### src/rtl/uart_pkg.sv
// Shared types for the UART packet parser.
// Contents: parser state enum, error code enum, default start-of-frame byte.
package uart_pkg;

  typedef enum logic [2:0] {
    IDLE    = 3'd0,
    LEN     = 3'd1,
    PAYLOAD = 3'd2,
    CSUM    = 3'd3,
    DRAIN   = 3'd4
  } state_e;

  typedef enum logic [2:0] {
    ERR_NONE     = 3'd0,
    ERR_BAD_LEN  = 3'd1,
    ERR_BAD_CSUM = 3'd2,
    ERR_OVERRUN  = 3'd3,
    ERR_TIMEOUT  = 3'd4
  } err_code_e;

  localparam logic [7:0] SOF_DEFAULT = 8'hA5;

endpackage

### src/rtl/uart_pkt_buf.sv
// Payload buffer: DEPTH x 8 register array, one synchronous write port and
// one combinational read port.
// Ports: clk_i; wr_en_i/wr_addr_i/wr_data_i write port; rd_addr_i -> rd_data_c.
module uart_pkt_buf
  import uart_pkg::*;
#(
  parameter int unsigned DEPTH = 16,
  localparam int unsigned AW   = (DEPTH > 1) ? $clog2(DEPTH) : 1
) (
  input  logic          clk_i,
  input  logic          wr_en_i,
  input  logic [AW-1:0] wr_addr_i,
  input  logic [7:0]    wr_data_i,
  input  logic [AW-1:0] rd_addr_i,
  output logic [7:0]    rd_data_c
);

  logic [7:0] mem_q [DEPTH];

  // Storage only; contents are meaningless until written, so no reset.
  always_ff @(posedge clk_i) begin
    if (wr_en_i) begin
      mem_q[wr_addr_i] <= wr_data_i;
    end
  end

  assign rd_data_c = mem_q[rd_addr_i];

endmodule

### src/rtl/uart_rx_pkt_parser.sv
// Frames uart_rx bytes into packets (SOF, LEN, payload, XOR checksum),
// buffers packets that pass the checksum and replays the payload on a
// valid/ready byte stream. Bad packets are dropped and flagged.
// Ports: clk_i, rst_i (sync, active-high); rx_byte_i/rx_done_tick_i from
// uart_rx; m_data_o/m_valid_o/m_ready_i/m_last_o payload stream;
// pkt_ok_tick_o, pkt_err_tick_o, err_code_o status; busy_o (not IDLE).
// Optional: define UART_PKT_TIMEOUT_EN to abort a stalled partial packet
// after TIMEOUT_CYCLES cycles without a byte.
module uart_rx_pkt_parser
  import uart_pkg::*;
#(
  parameter int unsigned MAX_LEN        = 16,
  parameter logic [7:0]  SOF_BYTE       = SOF_DEFAULT,
  parameter int unsigned TIMEOUT_CYCLES = 100000
) (
  input  logic       clk_i,
  input  logic       rst_i,
  input  logic [7:0] rx_byte_i,
  input  logic       rx_done_tick_i,
  output logic [7:0] m_data_o,
  output logic       m_valid_o,
  input  logic       m_ready_i,
  output logic       m_last_o,
  output logic       pkt_ok_tick_o,
  output logic       pkt_err_tick_o,
  output logic [2:0] err_code_o,
  output logic       busy_o
);

  localparam int unsigned LW = $clog2(MAX_LEN + 1);
  localparam int unsigned AW = $clog2(MAX_LEN);

  state_e    state_q, state_d;
  err_code_e err_code_q, err_code_d;
  logic [LW-1:0] len_q, len_d;
  logic [LW-1:0] wr_ptr_q, wr_ptr_d;
  logic [LW-1:0] rd_ptr_q, rd_ptr_d;
  logic [7:0]    csum_q, csum_d;
  logic [7:0]    m_data_q, m_data_d;
  logic          m_valid_q, m_valid_d;
  logic          m_last_q, m_last_d;
  logic          pkt_ok_q, pkt_ok_d;
  logic          pkt_err_q, pkt_err_d;
  logic          busy_q, busy_d;

  logic          wr_en_c;
  logic [AW-1:0] rd_addr_c;
  logic [7:0]    rd_data_c;

`ifdef UART_PKT_TIMEOUT_EN
  localparam int unsigned TCW = $clog2(TIMEOUT_CYCLES);
  logic [TCW-1:0] to_cnt_q, to_cnt_d;
`else
  logic timeout_unused;
  assign timeout_unused = (TIMEOUT_CYCLES == 0);
`endif

  uart_pkt_buf #(.DEPTH(MAX_LEN)) u_buf (
    .clk_i     (clk_i),
    .wr_en_i   (wr_en_c),
    .wr_addr_i (AW'(wr_ptr_q)),
    .wr_data_i (rx_byte_i),
    .rd_addr_i (rd_addr_c),
    .rd_data_c (rd_data_c)
  );

  // Next-state, datapath and registered-output logic.
  always_comb begin
    state_d    = state_q;
    err_code_d = err_code_q;
    len_d      = len_q;
    wr_ptr_d   = wr_ptr_q;
    rd_ptr_d   = rd_ptr_q;
    csum_d     = csum_q;
    m_data_d   = m_data_q;
    m_valid_d  = m_valid_q;
    m_last_d   = m_last_q;
    pkt_ok_d   = 1'b0;
    pkt_err_d  = 1'b0;
    wr_en_c    = 1'b0;
    rd_addr_c  = AW'(rd_ptr_q);
`ifdef UART_PKT_TIMEOUT_EN
    to_cnt_d   = '0;
`endif

    unique case (state_q)
      IDLE: begin
        if (rx_done_tick_i && (rx_byte_i == SOF_BYTE)) begin
          state_d = LEN;
        end
      end
      LEN: begin
        if (rx_done_tick_i) begin
          if ((rx_byte_i == 8'd0) || (rx_byte_i > 8'(MAX_LEN))) begin
            pkt_err_d  = 1'b1;
            err_code_d = ERR_BAD_LEN;
            state_d    = IDLE;
          end else begin
            len_d    = LW'(rx_byte_i);
            csum_d   = rx_byte_i;
            wr_ptr_d = '0;
            state_d  = PAYLOAD;
          end
        end
      end
      PAYLOAD: begin
        if (rx_done_tick_i) begin
          wr_en_c  = 1'b1;
          csum_d   = csum_q ^ rx_byte_i;
          wr_ptr_d = wr_ptr_q + LW'(1);
          if (wr_ptr_q == (len_q - LW'(1))) begin
            state_d = CSUM;
          end
        end
      end
      CSUM: begin
        if (rx_done_tick_i) begin
          if (rx_byte_i == csum_q) begin
            // Preload the first payload byte so valid and data rise together.
            rd_addr_c = '0;
            rd_ptr_d  = '0;
            m_data_d  = rd_data_c;
            m_last_d  = (len_q == LW'(1));
            m_valid_d = 1'b1;
            pkt_ok_d  = 1'b1;
            state_d   = DRAIN;
          end else begin
            pkt_err_d  = 1'b1;
            err_code_d = ERR_BAD_CSUM;
            state_d    = IDLE;
          end
        end
      end
      DRAIN: begin
        // Any byte arriving here is dropped, SOF included.
        if (rx_done_tick_i) begin
          pkt_err_d  = 1'b1;
          err_code_d = ERR_OVERRUN;
        end
        if (m_valid_q && m_ready_i) begin
          if (m_last_q) begin
            m_valid_d = 1'b0;
            m_last_d  = 1'b0;
            state_d   = IDLE;
          end else begin
            rd_ptr_d  = rd_ptr_q + LW'(1);
            rd_addr_c = AW'(rd_ptr_q + LW'(1));
            m_data_d  = rd_data_c;
            m_last_d  = ((rd_ptr_q + LW'(1)) == (len_q - LW'(1)));
          end
        end
      end
      default: state_d = IDLE;
    endcase

`ifdef UART_PKT_TIMEOUT_EN
    // Inter-byte watchdog while a packet is being received; a tick restarts it.
    if (((state_q == LEN) || (state_q == PAYLOAD) || (state_q == CSUM)) && !rx_done_tick_i) begin
      if (to_cnt_q == TCW'(TIMEOUT_CYCLES - 1)) begin
        pkt_err_d  = 1'b1;
        err_code_d = ERR_TIMEOUT;
        state_d    = IDLE;
      end else begin
        to_cnt_d = to_cnt_q + TCW'(1);
      end
    end
`endif

    busy_d = (state_d != IDLE);
  end

  // State and output registers.
  always_ff @(posedge clk_i) begin
    if (rst_i) begin
      state_q    <= IDLE;
      err_code_q <= ERR_NONE;
      len_q      <= '0;
      wr_ptr_q   <= '0;
      rd_ptr_q   <= '0;
      csum_q     <= '0;
      m_data_q   <= '0;
      m_valid_q  <= 1'b0;
      m_last_q   <= 1'b0;
      pkt_ok_q   <= 1'b0;
      pkt_err_q  <= 1'b0;
      busy_q     <= 1'b0;
`ifdef UART_PKT_TIMEOUT_EN
      to_cnt_q   <= '0;
`endif
    end else begin
      state_q    <= state_d;
      err_code_q <= err_code_d;
      len_q      <= len_d;
      wr_ptr_q   <= wr_ptr_d;
      rd_ptr_q   <= rd_ptr_d;
      csum_q     <= csum_d;
      m_data_q   <= m_data_d;
      m_valid_q  <= m_valid_d;
      m_last_q   <= m_last_d;
      pkt_ok_q   <= pkt_ok_d;
      pkt_err_q  <= pkt_err_d;
      busy_q     <= busy_d;
`ifdef UART_PKT_TIMEOUT_EN
      to_cnt_q   <= to_cnt_d;
`endif
    end
  end

  assign m_data_o       = m_data_q;
  assign m_valid_o      = m_valid_q;
  assign m_last_o       = m_last_q;
  assign pkt_ok_tick_o  = pkt_ok_q;
  assign pkt_err_tick_o = pkt_err_q;
  assign err_code_o     = err_code_q;
  assign busy_o         = busy_q;

endmodule

### config.mk
export PLATFORM = sky130hd
export DESIGN_NAME = uart_rx_pkt_parser
export DESIGN_NICKNAME = d
export VERILOG_FILES = /design/src/rtl/uart_pkg.sv /design/src/rtl/uart_pkt_buf.sv /design/src/rtl/uart_rx_pkt_parser.sv
export SDC_FILE = /design/constraint.sdc
export NUM_CORES = 1
export LEC_CHECK = 0
export ABC_AREA = 1
export CAP_MARGIN = 20
export CORE_MARGIN = 8
export CORE_UTILIZATION = 60
export CTS_CLUSTER_DIAMETER = 100
export DETAILED_ROUTE_END_ITERATION = 8
export GPL_TIMING_DRIVEN = 0
export MAX_ROUTING_LAYER = met4
export PLACE_DENSITY = 0.78
export SYNTH_ARGS = -nofsm -noshare
export SYNTH_HDL_FRONTEND = slang
export SYNTH_SLANG_ARGS = --single-unit
### constraint.sdc
create_clock -name clk_i -period 6.15 [get_ports clk_i]
set_clock_uncertainty 0.05 [all_clocks]
set_input_delay 1.23 -clock clk_i [delete_from_list [all_inputs] [get_ports clk_i]]
set_output_delay 1.23 -clock clk_i [all_outputs]
set_load 0.02 [all_outputs]
==> run summary <==
Clk Latency, worst-skew pair = 0.43 ns
Post-CTS Resized = 0
Peak supply drop = 0.221 mV
Power density cells = 251 nW/um^2
Die height = 132 um
Largest net degree at the start of global routing = 23
Async SR Flop Fraction = 0%
# IOs = 28
Rows = 42
Multiplexer share of the synthesized area = 0%
Routability cong. = 0.900
Slowest cell on crit path = clkdlybuf4s50_1
Max Fanout on Critical Path = 20
Fillers = 1002
Max-cap viol count = 0
Num Clock Sinks = 169
CTS tree = built
H-tree depth = 4
CTS Buffer Depth = 2
Area leader, netlist = edfxtp_1
Hold depth = 1
Max-slew violations = 0
Synth Area in Compound Gates = 5.38%
Static Leakage = 3.68 nW
Final #Nets = 914
Fraction of the mapped netlist area in adder cells = 1.09%
Grt total ovfl = 0
Drt pass-1 iters = 5
Worst EP required = 6.43 ns
Simple-gate area share of the yosys netlist = 23.2%
Routed vias/inst = 5.61
Antenna cells = 0
Layout Area Growth over Synthesis = 12.8%
Syn Area/Cell = 9.42 sq um
Fmax = 236 MHz
Layout cell share with drive strength beyond 1 = 9.36%
Initial antenna violation count = 0
Flop-to-flop setup slack = 3.54 ns
Reg2Reg Depth = 13
Overall Global Routing Usage = 24.8%
Layer with the highest usage = met2
Synth cell count leaders = nand3_1 (167), inv_1 (150), nand2_1 (131), edfxtp_1 (128), nor2_1 (44)
Area of the multi-input gates = 2520 sq um
Hold Path Class = flip-flop to flip-flop
Clock slew at reported path FFs = 0.06 ns
First-pass GRT wire length = 32200 um
Tmin final = 4.23 ns
Worst-Margin Slew = 1.10 ns
RR Startpoint = rd_ptr_q[0]
Initial Utilization = 61.0%
Yosys warns = 0
Remaining DRCs = 0
Distinct cells, synth = 37
Mean routed wirelength per cell = 18.7 um
Dpl hpwl = 13800 um
Met1 usage = 30.8%
Largest family of logic cells by synthesized area = simple AND/OR/NAND/NOR gates
Post-synth EDFFs = 128
Synthesized Nets = 870
Final setup vio count = 0
CP Class = input pin to flip-flop
FF/Latch Area = 4660 sq um
TritonCTS buffer count = 17
Min-Delay Startpoint = csum_q[3]
Chip Width = 132 um
Postcts setup bufs = 0
Setup TNS = 0 ns
Mapped cell area = 8020 sq um
Unrepaired setup endpoints after global routing = false
Synth Flop Type = edfxtp_1
GR Layer Usage met3 = 6.55%
Cell count after synthesis = 851
Post-route ant nets = 0
Final hold vios = 0
Startpoint types = input pin
Routing usage on met2 = 38.3%
Status = complete, no violations
Most frequent cell on the critical path = nand2_1
Total core area = 13100 sq um
Slew headroom = 26.8%
Top-area cell type share of the netlist area = 47.9%
PortBufs = 25
Hold endpoint = csum_q[3]
Drt total wl = 20300 um
Via count = 6083
Count leader, synth = nand3_1
DRT iter0 DRCs = 672
Vias in the first global route = 5943
Die area = 17300 sq um
Crit share post-route = 68.8%
Crit end category = flip-flop
Worst Path Arrival = 4.51 ns
Largest cells by area after synthesis = edfxtp_1 (48%), nand3_1 (10%), dfxtp_1 (10%)
Xor-xnor portion of the synthesized cell area = 1.75%
Root Driver = clkbuf_16
Cells along the critical path = clkdlybuf4s50_1, xnor2_1, nand2_1, nor2_1, nand2_1, nand2_2, nand2_2, nand2_1, o21ai_2, inv_2, buf_2, nand3_1, nand3_1, nand3_1, nand2_1, inv_1
Sequential area share after synthesis = 58.2%
Total power = 2.27 mW
Hold Buf Count CTS = 0
Max incr delay on CP = 1.20 ns
Post-synthesis sequential element count = 169
Reg2reg end = m_data_o[2]
==> report_power, final <==
part | switching [mW] | internal, mW
registers | 0.0000280 | 1.23
clock network | 0.445 | 0.555
logic | 0.0330 | 0.0101
==> stage by stage <==
step                area, sq um  worst slack [ns]  util, %  cells  hold slack, ns
floorplan                  8020              3.40        -    851           0.403
global placement           8490              1.54     64.6   1052           0.411
detailed placement         8490              1.50     64.6   1052           0.422
CTS                        9040              1.95     68.8   1084           0.431
global route               9040              1.67     68.8   1084           0.454
finish                     9040              1.92     68.8   1084           0.425
==> worst max path at each step <==
stage	start	to	slack, ns	depth (start not counted)
after floorplan	m_ready_i	m_data_o[0]	3.40	13
after global placement	rx_byte_i[1]	m_data_o[2]	1.54	15
after detailed placement	rx_byte_i[1]	m_data_o[7]	1.50	15
after CTS	rx_byte_i[1]	m_data_o[7]	1.95	15
after global routing	rx_byte_i[1]	m_data_o[1]	1.67	16
final	rx_byte_i[1]	m_data_o[4]	1.92	16
==> critical path: cells and delay by family <==
| kind | cells | cell delay [ns] |
|---|---|---|
| AND/OR/NAND/NOR | 10 | 1.19 |
| AO/OA/AOI/OAI | 1 | 0.14 |
| XOR/XNOR | 1 | 0.20 |
| buffers and inverters | 4 | 1.73 |
==> kinds of logic (layout without fill, tap and decap cells) <==
family                   after synthesis  count (layout)
AND/OR/NAND/NOR                      394             394
buffers and inverters                196             253
flip-flops                           169             169
AO/OA/AOI/OAI                         68              68
XOR/XNOR                              16              16
adder cells (fa/ha/maj)                7               7
other                                  1               1
==> cells in the final DEF, fill, tap and decap left out, types with 8 or more instances in the layout <==
cell type	synthesis	layout
a21oi_1	21	21
buf_6	9	9
nand3b_1	24	24
clkdlybuf4s50_1	0	25
nand2_1	131	131
o21a_1	13	13
xor2_1	8	8
o21ai_0	12	12
dfxtp_1	41	41
inv_2	12	12
clkbuf_16	0	17
inv_1	150	150
nand3_1	167	167
buf_2	14	14
edfxtp_1	128	128
nor2_1	44	44
xnor2_1	8	8
==> state kept, by name, indices dropped and copies added, names as in the netlist, 2 cells and up <==
signal	flops
csum_q	8
err_code_o	2
len_q	5
m_data_o	8
rd_ptr_q	5
state_q	3
u_buf.mem_q	128
wr_ptr_q	5
==> final cells by class <==
class	instances	share of cell area [%]
flip-flops and latches	169	51.6
multi-input cells	486	27.9
inverters	162	6.73
clock buffers	17	4.71
repair buffers	25	2.77
plain buffers	34	2.48
well taps	176	2.44
clock inverters	15	1.41
==> routing by layer <==
metal | vias up | part of all wire, %
li1 | 2917 | -
met1 | 2867 | 42
met2 | 264 | 47
met3 | 35 | 9.3
met4 | 0 | 2.2
met5 | - | 0
(Power assumes the default switching activity.)
